`config.mk`:
```
export PLATFORM = sky130hd
export DESIGN_NAME = l2_cacheline_adaptor
export DESIGN_NICKNAME = d
export VERILOG_FILES = /design/src/rtl/l2_cacheline_adaptor.sv
export SDC_FILE = /design/constraint.sdc
export NUM_CORES = 2
export LEC_CHECK = 0
export BUFFER_PORTS_ARGS = -buffer_cell sky130_fd_sc_hd__buf_2
export CORE_UTILIZATION = 30
export CTS_CLUSTER_DIAMETER = 150
export DETAILED_ROUTE_END_ITERATION = 12
export HOLD_SLACK_MARGIN = 0.15
export PLACE_DENSITY = 0.52
export SYNTH_ARGS = -nofsm -noshare
export SYNTH_HDL_FRONTEND = slang
export SYNTH_SLANG_ARGS = --single-unit
```
`constraint.sdc`:
```
create_clock -name clk -period 2.4 [get_ports clk]
set_input_delay 0.24 -clock clk [delete_from_list [all_inputs] [get_ports clk]]
set_output_delay 0.24 -clock clk [all_outputs]
set_load 0.02 [all_outputs]
```
`src/rtl/l2_cacheline_adaptor.sv`:
```
// l2_cacheline_adaptor: turns single L2 line reads/writes into 4-beat memory bursts.
// Optional posted writes: define L2_ADAPTOR_WRITE_POST_EN.
module l2_cacheline_adaptor #(
    parameter int LINE_WIDTH  = 256,
    parameter int BURST_WIDTH = 64,
    parameter int ADDR_WIDTH  = 32
) (
    input  logic                   clk,
    input  logic                   rst,
    input  logic [ADDR_WIDTH-1:0]  address_i,
    input  logic                   read_i,
    input  logic                   write_i,
    input  logic [LINE_WIDTH-1:0]  line_i,
    output logic [LINE_WIDTH-1:0]  line_o,
    output logic                   resp_o,
    output logic [ADDR_WIDTH-1:0]  address_o,
    output logic                   read_o,
    output logic                   write_o,
    output logic [BURST_WIDTH-1:0] burst_o,
    input  logic [BURST_WIDTH-1:0] burst_i,
    input  logic                   resp_i
);
    localparam int BURST_LEN = LINE_WIDTH / BURST_WIDTH;
    localparam int OFF_BITS  = $clog2(LINE_WIDTH / 8);
    localparam int CW        = $clog2(BURST_LEN);
    localparam logic [ADDR_WIDTH-1:0] ALIGN = ~ADDR_WIDTH'((1 << OFF_BITS) - 1);

    typedef enum logic [1:0] {IDLE, RD_BURST, WR_BURST, DONE} state_t;

    state_t                            state;
    logic [CW-1:0]                     cnt;
    logic [LINE_WIDTH-BURST_WIDTH-1:0] wr_line;
    logic [LINE_WIDTH-BURST_WIDTH-1:0] rd_buf;
    logic                              last;

    assign last = resp_i && cnt == CW'(BURST_LEN - 1);

    // Burst sequencer: beats shift out of wr_line and shift into rd_buf, line_o updates only on a completed read
    always_ff @(posedge clk) begin
        if (rst) begin
            state     <= IDLE;
            cnt       <= '0;
            wr_line   <= '0;
            rd_buf    <= '0;
            line_o    <= '0;
            resp_o    <= 1'b0;
            address_o <= '0;
            read_o    <= 1'b0;
            write_o   <= 1'b0;
            burst_o   <= '0;
        end else begin
            resp_o <= 1'b0;
            case (state)
                IDLE: begin
                    if (write_i) begin
                        state     <= WR_BURST;
                        write_o   <= 1'b1;
                        address_o <= address_i & ALIGN;
                        wr_line   <= line_i[LINE_WIDTH-1:BURST_WIDTH];
                        burst_o   <= line_i[BURST_WIDTH-1:0];
`ifdef L2_ADAPTOR_WRITE_POST_EN
                        resp_o    <= 1'b1;
`endif
                    end else if (read_i) begin
                        state     <= RD_BURST;
                        read_o    <= 1'b1;
                        address_o <= address_i & ALIGN;
                    end
                end
                RD_BURST: begin
                    if (resp_i) begin
                        cnt    <= cnt + 1'b1;
                        rd_buf <= {burst_i, rd_buf[LINE_WIDTH-BURST_WIDTH-1:BURST_WIDTH]};
                    end
                    if (last) begin
                        cnt    <= '0;
                        read_o <= 1'b0;
                        line_o <= {burst_i, rd_buf};
                        resp_o <= 1'b1;
                        state  <= DONE;
                    end
                end
                WR_BURST: begin
                    if (resp_i) begin
                        cnt     <= cnt + 1'b1;
                        wr_line <= wr_line >> BURST_WIDTH;
                        burst_o <= wr_line[BURST_WIDTH-1:0];
                    end
                    if (last) begin
                        cnt     <= '0;
                        write_o <= 1'b0;
`ifdef L2_ADAPTOR_WRITE_POST_EN
                        state   <= IDLE;
`else
                        resp_o  <= 1'b1;
                        state   <= DONE;
`endif
                    end
                end
                DONE:    state <= IDLE;
                default: state <= IDLE;
            endcase
        end
    end
endmodule

```
==> results.json <==
{
  "dp_hpwl_um": 65200,
  "vdd_ir_max_uv": 595,
  "cts_buffers": 85,
  "layout.nets": 4588,
  "final-seq-area_um2": 14800,
  "global_route.overflow_total": 0,
  "largest_net_degree_at_the_start_of_global_routing": 83,
  "drt-vias-per-instance": 4.77,
  "wl_per_cell_um": 17.8,
  "synth-seq-area-share": 0.529,
  "synthCells": 3284,
  "critical_path.n_buffers_inverters": 4,
  "detailed_place.area_um2": 32900,
  "final-max-slew-violation-count": 0,
  "total_non_filler_cell_area_in_the_finished_layout_um2": 39400,
  "synth-main-ff-cell": "dfxtp_1",
  "floorplan.die_area_um2": 94300,
  "synth_top_area_share": 0.529,
  "post_route_cells_drive_above_1_share": 0.230,
  "start_kind": "flop",
  "row_count": 111,
  "cts.clk_slew.worst_paths_ps": 60,
  "critPathMostFrequentCell": "buf_4",
  "cpMaxStageDelayCell": "dlygate4sd3_1",
  "routed_wirelength_um": 98700,
  "ant_nets": 0,
  "synth-adder-area-share": 0.00269,
  "route.detailed.drc": 0,
  "multi_input_comb_area_um2": 11800,
  "share_of_cell_area_taken_by_muxes_after_synthesis": 0.0705,
  "ioPinCount": 712,
  "main_combinational_cell_family_by_area_after_synthesis": "compound AO/OA/AOI/OAI gates",
  "power.leakage_nw": 15.4,
  "design.core.area_um2": 91900,
  "setup_viol": 0,
  "die-width_um": 307,
  "max_cap_violations": 0,
  "synth.lib_cells_used.distinct": 36,
  "cts.sinks": 738,
  "max_clock_freq_ghz": 0.443,
  "port_buffers": 701,
  "timing.critical_path.to_type": "flop",
  "unrepaired_setup_endpoints_after_global_routing": "false",
  "minimum_setup_slack_after_placement_ps": 237,
  "data_required_time_of_the_worst_path_ps": 2980,
  "slew_headroom": 0.473,
  "clock_insertion_delay_worst_skew_ps": 660,
  "power.density_cell_area_nw_per_um2": 990,
  "yosys.area.top_type": "dfxtp_1",
  "h_tree_levels": 3,
  "synth-seq-cells": 738,
  "signed_area_change_from_the_synthesized_netlist_to_the_final_layout_pct": 41.2,
  "outcome": "completed",
  "critPathArrivalTime_ps": 2840,
  "dieHeight_um": 307,
  "min_cycle_time_layout_ps": 2260,
  "timing.critical_path.fanout_max": 27,
  "cts_tree": "yes",
  "maximum_count_of_clock_buffers_along_a_single_path": 3,
  "summed_negative_setup_slack_over_all_endpoints_ps": 0,
  "grt_first_pass_wirelength_um": 149000,
  "root_cell_of_the_clock_tree": "clkbuf_16",
  "synthesis.area_per_instance_um2": 8.50,
  "cpLargestDelayFamily": "buffers and inverters",
  "vias": 26473,
  "netlist_top_cells_area": "dfxtp_1, nand2_1, a21oi_1",
  "gr-usage-all-layers": 0.200,
  "first_iter_violations": 1946,
  "hold_violations": 0,
  "fin_hold_ws_ps": 376,
  "synthSimpleGateAreaFrac": 0.141,
  "min_period_over_period": 0.940,
  "grt_antenna_before_repair": 11,
  "yosys.area_share.xor_xnor": 0,
  "start_util": 0.304,
  "cp_cell_sequence": "inv_1, ha_4, buf_4, o21ai_2, buf_4, nand2_1, a21oi_1, dlygate4sd3_1",
  "yosysWarningCount": 0,
  "hold_class": "in2reg",
  "critical_path_class": "reg2reg",
  "syn_area_um2": 27900,
  "place.gp.congestion": 0.871,
  "async_reset_ff_frac": 0,
  "postLayoutSetupSlackWorst_ps": 144,
  "postCtsSetupBuffers": 0,
  "synth_compound_area_frac": 0.206,
  "fillCellCount": 9312,
  "via_count_of_the_first_global_routing_pass": 25584,
  "tightestPinTransition_ps": 791,
  "cp_slowest_stage_delay_ps": 610,
  "final.setup_skew_ps": 23.1,
  "synth_edf_count": 0,
  "dr.pass1.iters": 7
}
## logic make-up (layout without fill, tap and decap cells)
kind of cell,after synthesis,after routing
DFF,738,738
and+or+nand+nor,1039,1039
other,1,19
buffers and inverters,303,1307
AOI/OAI and AO/OA,1001,1001
muxes,196,196
adders and majority gates,6,6
## worst register-to-register path, delay by kind of cell, from the launching register on
family	cells	cell delay (ps)
simple gates	1	110
buf+inv	4	1230
fa+ha+maj	1	220
flops	1	380
compound gates	2	260
## through the flow
stage | util | power [mW] | instances
after floorplan | - | 22.2 | 3288
after global placement | 0.358 | 25.5 | 5021
after detailed placement | 0.358 | 25.6 | 5021
after CTS | 0.428 | 39.3 | 5535
after global routing | 0.429 | 40.9 | 5547
final | 0.429 | 39.0 | 5549
## final timing paths
kind,startpoint,endpoint,slack [ps],cells past startpoint
worst min register to register,rd_buf[5],line_o[5],430,2
worst max register to register,state[1],address_o[12],140,8
worst min-delay path,address_i[15],address_o[15],380,4
worst max-delay path,state[1],address_o[12],140,8
## registers in the layout (all words and copies together) (netlist names)
| signal | cells |
|---|---|
| write_o | 1 |
| rd_buf | 192 |
| state | 2 |
| cnt | 2 |
| read_o | 1 |
| burst_o | 64 |
| wr_line | 192 |
| line_o | 256 |
| resp_o | 1 |
| address_o | 27 |
## Yosys cell counts, types with 2 or more instances
| cell type | n |
|---|---|
| inv_1 | 3 |
| buf_6 | 4 |
| buf_1 | 17 |
| mux2i_1 | 194 |
| clkbuf_1 | 122 |
| dfxtp_1 | 738 |
| a211oi_1 | 146 |
| buf_2 | 138 |
| nor2_1 | 4 |
| a211oi_2 | 46 |
| nor2b_1 | 2 |
| nand2_1 | 1021 |
| buf_4 | 19 |
| nor3b_1 | 2 |
| ha_1 | 6 |
| a21oi_1 | 736 |
| nand3_1 | 2 |
| o21ai_0 | 66 |
## layout make-up
cell class / instances / area share
inverter: 3 / 0.000286
sequential: 738 / 0.375
clock buffer: 124 / 0.0630
tap: 1243 / 0.0395
antenna: 14 / 0.000889
timing repair buffer: 1150 / 0.212
multi-input combinational: 2247 / 0.300
clock inverter: 30 / 0.00876
## cells in the final DEF (no fill, tap or decap), drive strengths merged, types with 2 or more instances in the layout
master	instances
a211oi	192
inv	7
clkbuf	124
clkinv	18
dlygate4sd3	360
a21oi	736
o21ai	67
bufinv	4
nand3	2
ha	6
nor2	5
nor2b	3
conb	5
clkinvlp	4
nor3b	2
diode	14
mux2i	194
dfxtp	738
buf	790
nand2	1021
mux2	2
## repair_timing
item | CTS | global route
hold buffers | 360 | 0
endpoints found under the hold margin | 450 | 0
setup endpoints to repair | 0 | 9
resized for setup | 0 | 3
## where the power goes
group          switching [mW]  internal (mW)  leakage, nW
logic                    6.62           4.36         7.97
registers                1.05           13.9         6.01
clock network            5.42           7.66         1.39
## per-layer routing
metal | GRT usage | share of wire
met1 | 0.255 | 0.43
met2 | 0.329 | 0.47
met3 | 0.0399 | 0.053
met4 | 0.0854 | 0.040
met5 | 0 | 0
Power figures use the tool's default switching activity.
